`src/rtl/conv_pkg.sv`:
```
// conv_pkg: shared definitions for the convolutional encoder and its Viterbi decoder.
// Holds the encoder FSM state enum, default code parameters and puncture masks.
// Ports: none (package).
package conv_pkg;

  typedef enum logic [1:0] {
    IDLE  = 2'd0,
    DATA  = 2'd1,
    FLUSH = 2'd2
  } enc_state_t;

  localparam int         K_DEF  = 3;
  localparam logic [2:0] G0_DEF = 3'b111;  // octal 7, MSB taps the current input bit
  localparam logic [2:0] G1_DEF = 3'b101;  // octal 5

  // Puncture patterns written as surviving-bit masks over {c1,c0}.
  // Even-phase data symbols keep both bits; odd-phase symbols keep only c0.
  localparam logic [1:0] PUNCT_P0_MASK   = 2'b11;
  localparam logic [1:0] PUNCT_P1_MASK   = 2'b01;
  localparam logic [1:0] PUNCT_TAIL_MASK = 2'b11;

endpackage

```
`src/rtl/conv_enc_core.sv`:
```
// conv_enc_core: combinational rate-1/2 encoder step, shared with the decoder branch-metric unit.
// Ports: i_bit/i_sr (input bit, shift register) -> o_sym {c1,c0}, o_sr_nxt (register after the shift).
// Purely combinational, no clock or reset.
module conv_enc_core
  import conv_pkg::*;
#(
  parameter int         K  = K_DEF,
  parameter logic [K-1:0] G0 = G0_DEF,
  parameter logic [K-1:0] G1 = G1_DEF
) (
  input  logic         i_bit,
  input  logic [K-2:0] i_sr,
  output logic [1:0]   o_sym,
  output logic [K-2:0] o_sr_nxt
);

  logic [K-1:0] w_reg;

  // Newest bit sits in the MSB so the generator MSB taps the current input.
  assign w_reg    = {i_bit, i_sr};
  assign o_sym    = {^(w_reg & G1), ^(w_reg & G0)};
  assign o_sr_nxt = w_reg[K-1:1];

endmodule

```
`src/rtl/conv_encoder.sv`:
```
// conv_encoder: framed rate-1/2 convolutional encoder, one bit in / one {c1,c0} symbol out,
// each frame zero-terminated with K-1 tail symbols so the decoder ends in state 0.
// Ports: clk, rst (async active-low); ip/ip_valid/ip_ready serial input; op/op_valid/op_ready/op_last
// symbol output; busy while a frame is in progress. Optional CONV_ENC_PUNCT_EN adds op_mask (rate 2/3).
module conv_encoder
  import conv_pkg::*;
#(
  parameter int           K         = K_DEF,
  parameter logic [K-1:0] G0        = G0_DEF,
  parameter logic [K-1:0] G1        = G1_DEF,
  parameter int           FRAME_LEN = 16,
  parameter int           CNT_W     = 10
) (
  input  logic       clk,
  input  logic       rst,
  input  logic       ip,
  input  logic       ip_valid,
  output logic       ip_ready,
  output logic [1:0] op,
  output logic       op_valid,
  input  logic       op_ready,
  output logic       op_last,
`ifdef CONV_ENC_PUNCT_EN
  output logic [1:0] op_mask,
`endif
  output logic       busy
);

  enc_state_t   r_state;
  logic [K-2:0] r_sr;
  logic [CNT_W-1:0] r_cnt;
  logic [1:0]   r_op;
  logic         r_op_vld;
  logic         r_op_last;

  logic         w_out_free;
  logic         w_in_xfer;
  logic         w_flush_step;
  logic         w_load;
  logic         w_bit;
  logic         w_tail_last;
  logic [1:0]   w_sym;
  logic [K-2:0] w_sr_nxt;
  logic [CNT_W-1:0] w_cnt_inc;

  // The output register can take a new symbol when empty or being drained this cycle.
  assign w_out_free   = !r_op_vld || op_ready;
  assign ip_ready     = rst && (r_state != FLUSH) && w_out_free;
  assign w_in_xfer    = ip_valid && ip_ready;
  assign w_flush_step = (r_state == FLUSH) && w_out_free;
  assign w_load       = w_in_xfer || w_flush_step;
  assign w_bit        = (r_state == FLUSH) ? 1'b0 : ip;
  assign w_cnt_inc    = r_cnt + CNT_W'(1);
  // Counter has already advanced once in FLUSH, so this step emits the last tail symbol.
  assign w_tail_last  = (r_state == FLUSH) && (r_cnt == CNT_W'(K - 2));

  conv_enc_core #(
    .K  (K),
    .G0 (G0),
    .G1 (G1)
  ) u_core (
    .i_bit    (w_bit),
    .i_sr     (r_sr),
    .o_sym    (w_sym),
    .o_sr_nxt (w_sr_nxt)
  );

  always_ff @(posedge clk or negedge rst) begin
    if (!rst) begin
      r_state   <= IDLE;
      r_sr      <= '0;
      r_cnt     <= '0;
      r_op      <= 2'b00;
      r_op_vld  <= 1'b0;
      r_op_last <= 1'b0;
    end else begin
      // A fresh symbol always wins over draining: the slot is refilled on the same edge.
      if (w_load) begin
        r_op      <= w_sym;
        r_op_vld  <= 1'b1;
        r_op_last <= w_tail_last;
        r_sr      <= w_sr_nxt;
      end else if (r_op_vld && op_ready) begin
        r_op_vld  <= 1'b0;
        r_op_last <= 1'b0;
      end

      case (r_state)
        IDLE: begin
          if (w_in_xfer) begin
            if (FRAME_LEN == 1) begin
              r_state <= FLUSH;
              r_cnt   <= '0;
            end else begin
              r_state <= DATA;
              r_cnt   <= CNT_W'(1);
            end
          end
        end
        DATA: begin
          if (w_in_xfer) begin
            if (w_cnt_inc == CNT_W'(FRAME_LEN)) begin
              r_state <= FLUSH;
              r_cnt   <= '0;
            end else begin
              r_cnt   <= w_cnt_inc;
            end
          end
        end
        FLUSH: begin
          if (w_flush_step) begin
            if (w_tail_last) begin
              r_state <= IDLE;
              r_cnt   <= '0;
            end else begin
              r_cnt   <= w_cnt_inc;
            end
          end
        end
        default: begin
          r_state <= IDLE;
          r_cnt   <= '0;
        end
      endcase
    end
  end

`ifdef CONV_ENC_PUNCT_EN
  logic       r_phase;
  logic [1:0] r_mask;

  // Phase restarts at each frame's first bit; tail symbols are never punctured.
  always_ff @(posedge clk or negedge rst) begin
    if (!rst) begin
      r_phase <= 1'b0;
      r_mask  <= 2'b00;
    end else if (w_load) begin
      if (r_state == FLUSH) begin
        r_mask  <= PUNCT_TAIL_MASK;
      end else if (r_state == IDLE) begin
        r_mask  <= PUNCT_P0_MASK;
        r_phase <= 1'b1;
      end else begin
        r_mask  <= r_phase ? PUNCT_P1_MASK : PUNCT_P0_MASK;
        r_phase <= ~r_phase;
      end
    end
  end

  assign op_mask = r_mask;
`endif

  assign op       = r_op;
  assign op_valid = r_op_vld;
  assign op_last  = r_op_last;
  assign busy     = (r_state != IDLE);

endmodule

```
`config.mk`:
```
export PLATFORM = sky130hd
export DESIGN_NAME = conv_encoder
export DESIGN_NICKNAME = d
export VERILOG_FILES = /design/src/rtl/conv_pkg.sv /design/src/rtl/conv_enc_core.sv /design/src/rtl/conv_encoder.sv
export SDC_FILE = /design/constraint.sdc
export NUM_CORES = 1
export LEC_CHECK = 0
export BUFFER_PORTS_ARGS = -buffer_cell sky130_fd_sc_hd__buf_2
export CAP_MARGIN = 40
export CORE_UTILIZATION = 52
export CTS_BUF_LIST = sky130_fd_sc_hd__clkbuf_16
export CTS_CLUSTER_DIAMETER = 30
export CTS_CLUSTER_SIZE = 8
export DETAILED_ROUTE_END_ITERATION = 10
export PLACE_DENSITY = 0.74
export SLEW_MARGIN = 20
export SYNTH_ARGS = -nofsm -noshare
export SYNTH_HDL_FRONTEND = slang
export SYNTH_SLANG_ARGS = --single-unit
export TNS_END_PERCENT = 5
```
`constraint.sdc`:
```
create_clock -name clk -period 1.9 [get_ports clk]
set_input_delay 0.095 -clock clk [delete_from_list [all_inputs] [get_ports clk]]
set_output_delay 0.095 -clock clk [all_outputs]
set_load 0.05 [all_outputs]
```
==> summary.txt <==
Route
  – Routed vias: 1088
  – Routed WL: 2.94 mm
  – # DRC: 0
  – Post-route ant nets: 0
  – Post-DR vias/cell: 5.91
  – DRC marker count from the first detailed-route iteration: 27
  – Routed length per instance: 16.0 µm
  – DRT Pass-1 Iters: 4

Setup path
  – Worst-path fanout max: 4
  – Crit Path Category: reg2reg
  – Reg2reg end: r_state[1]$_DFFE_PN0P_
  – Critical Path AT: 2.09 ns
  – Critical Path RT: 2.07 ns
  – CP max stage delay: 0.41 ns
  – Critical path's slowest cell: dfrtp_1
  – Bufs and invs on worst path: 1
  – Crit path from: r_cnt[1]$_DFFE_PN0P_
  – FF-to-FF setup slack: -0.02 ns
  – Setup crit end: r_state[1]$_DFFE_PN0P_
  – Worst Setup Start Kind: flip-flop
  – Worst r2r src: r_cnt[1]$_DFFE_PN0P_
  – Instance count on the critical path: 7
  – Endpoint type of the worst setup path: flip-flop
  – Worst-path cell chain: ha_2, and2_4, a211o_1, a221oi_4, buf_4, a41oi_2, a31oi_1
  – Critical path's top delay family: compound AO/OA/AOI/OAI gates
  – Worst r2r path cells: 7

Run status
  – Failing checks: negative setup slack
  – Status: complete, but fails checks

Logic synthesis
  – Top-count cell post-synth: dfrtp_1
  – Syn. warnings: 0
  – Number of synthesized register bits: 18
  – Post-synth top area share: 38.1%
  – Sequential area share after synthesis: 38.1%
  – Top cells by area, synth: dfrtp_1 38%, nand2_1 4.1%, nand3_1 3.0%, nor3_1 3.0%, buf_6 2.9%
  – Syn_nets: 134
  – Yosys cell types: 48
  – Largest family of logic cells by synthesized area: simple AND/OR/NAND/NOR gates
  – Synth cell count leaders: 18 x dfrtp_1, 13 x nand2_1, 7 x nand3_1, 7 x nor3_1
  – Avg Cell Area, Syn: 9.31 µm²
  – Synth Area in XOR/XNOR: 2.96%
  – Post-synthesis instance total: 127
  – Top_reg_cell synth: dfrtp_1
  – Post-Syn Area: 1180 µm²
  – EDFF count, synth: 0
  – Post-synthesis simple-gate area fraction: 25.1%
  – Area leader, netlist: dfrtp_1
  – Async S/R FF share, synth: 100%
  – Complex-gate fraction of the synthesized area: 23.5%
  – Synth Area in Adders: 2.12%
  – Multiplexer share of the synthesized area: 1.80%

Place
  – HPWL Detailed: 2.03 mm
  – Cell Count Post-Placement: 177
  – Area post-placement: 1370 µm²
  – Count of input and output buffers: 10
  – GP Congestion: 0.865

Global route
  – Total Routing Usage GR: 25.5%
  – Global-route wire length before repair: 4.69 mm
  – Vias in the first global route: 1000
  – Grt ovf: 0
  – Pin count of the biggest net entering global routing: 20
  – Initial antenna violation count: 0

Timing
  – Final min period: 1.92 ns
  – Setup TNS: -0.0227 ns
  – Final clock skew: 0.00106 ns
  – Worst slew margin: 69.0%
  – Max-slew violation count: 0
  – RSZ-0062 raised after global routing: true
  – Setup Viol. Count Final: 1
  – Worst Tran Pin Value: 0.465 ns
  – Worst setup margin: -0.0227 ns
  – Fin. Hold Viols: 0
  – FMAX: 520 MHz
  – Fin crit share: 101%

Clock network
  – Num CTS Buffers: 3
  – CTS tree: yes
  – CTS root buffer: clkbuf_16
  – H-tree levels: 1
  – Clock latency on the worst-skew pair: 0.25 ns
  – Clock Path Buffers: 2
  – Clock slew at reported path FFs: 0.05 ns
  – Sink Count: 18

Job
  – MaxCap Viol Count: 0

Floorplan
  – Die Span Y: 49.7 µm
  – Ports: 11
  – Starting Density: 57.9%
  – Core area: 2040 µm²
  – # rows: 16
  – Die Wd: 49.7 µm
  – Die area: 2470 µm²

Pwr
  – Net Sw Frac: 39.1%
  – Pint: 0.00117 W
  – Combinational Power Share: 47.6%
  – P_sw: 0.000755 W
  – Clock Power Share: 22.5%
  – Seq pwr share: 30.0%
  – Leak: 0.721 nW
  – Power per cell area: 1280 nW/µm²
  – Peak VDD IR: 861 µV
  – Tot Pwr: 0.00193 W

Layout
  – Final Util: 74.0%
  – Cell area after layout: 1510 µm²
  – Layout cells sized above 1: 33.1%
  – Non-Filler Instances: 184
  – # diodes: 0
  – Area grow syn2layout: 27.7%
  – Final net count: 165

Hold path
  – Hold WC Path Type: in2reg
kinds of logic after synthesis:
kind of cell / count (synthesis)
simple gates: 55
compound gates: 34
flops: 18
buf+inv: 12
xor+xnor: 4
mux: 2
fa+ha+maj: 2
area by class of cell:
type	instances	area, µm²
Clock buffer	3	75.1
Clock inverter	1	3.75
Fill cell	157	532
Inverter	5	18.8
Multi-Input combinational cell	97	698
Sequential cell	18	452
Tap cell	27	33.8
Timing Repair Buffer	33	229
worst min-delay path by stage:
stage,from,to,cells after the start
2_1_floorplan,rst,op[0]$_DFFE_PN0P_,0
3_3_place_gp,rst,r_cnt[5]$_DFFE_PN0P_,2
3_5_place_dp,rst,r_cnt[5]$_DFFE_PN0P_,2
4_1_cts,ip,r_sr[1]$_DFFE_PN0P_,2
5_1_grt,ip,r_sr[1]$_DFFE_PN0P_,2
6_report,ip,r_sr[1]$_DFFE_PN0P_,2
cell usage in the layout, fill, tap and decap left out, drive strengths merged, types with 2 or more instances in the layout:
cell type / synthesis / final
o22ai: 2 / 2
xor2: 2 / 2
dfrtp: 18 / 18
ha: 2 / 2
nand4: 3 / 3
a31oi: 3 / 3
nand3: 7 / 7
nand3b: 3 / 3
nor3: 7 / 7
clkbuf: 1 / 3
o21ai: 4 / 4
o21bai: 3 / 3
and3: 4 / 4
and2: 3 / 3
inv: 5 / 5
a21oi: 4 / 4
a22o: 3 / 3
buf: 6 / 32
a211o: 3 / 3
a41oi: 2 / 2
nand2b: 3 / 3
nor2: 5 / 5
nand2: 13 / 13
xnor2: 2 / 2
registers in the layout (all words and copies together) (netlist names):
register  cells
op_valid      1
op_last       1
r_cnt        10
r_state       2
op            2
r_sr          2
timing repair:
| action | CTS | global route |
|---|---|---|
| hold buffers | 1 | 0 |
| pin swaps | 2 | 8 |
| gates cloned | 0 | 0 |
| endpoints found under the setup margin | 5 | 9 |
| endpoints found under the hold margin | 18 | 0 |
| buffers inserted | 0 | 2 |
| gates resized for setup | 2 | 7 |
metal layers:
metal | GRT usage (%) | part of all wire [%] | vias up
met2 | 41.7 | 49 | 40
met3 | 4.63 | 5.4 | 5
met4 | 8.57 | 1.3 | 0
li1 | - | - | 533
met1 | 33.5 | 44 | 510
met5 | 0 | 0 | -
power by group through the flow:
stage                     combinational, W  clock (W)  sequential, W
final                             0.000917   0.000433       0.000578
after global routing              0.000994   0.000451       0.000593
after CTS                         0.000848   0.000439       0.000569
after detailed placement          0.000828          0       0.000570
after global placement            0.000804          0       0.000563
after floorplan                   0.000531          0       0.000613
worst reg2reg max path, stage by stage (launching register included):
cell	delay, ns
dfrtp_1	0.41
ha_2	0.20
and2_4	0.15
a211o_1	0.29
a221oi_4	0.33
buf_4	0.19
a41oi_2	0.10
a31oi_1	0.18
stage by stage:
| step | hold slack [ns] | setup WS, ns |
|---|---|---|
| finish | 0.108 | -0.0227 |
| global route | 0.126 | -0.0614 |
| detailed placement | 0.140 | -0.0193 |
| floorplan | -0.201 | -0.0420 |
| global placement | 0.131 | 0.00418 |
| CTS | 0.107 | -0.0287 |
Note: power is estimated with default switching activity, not from simulation.
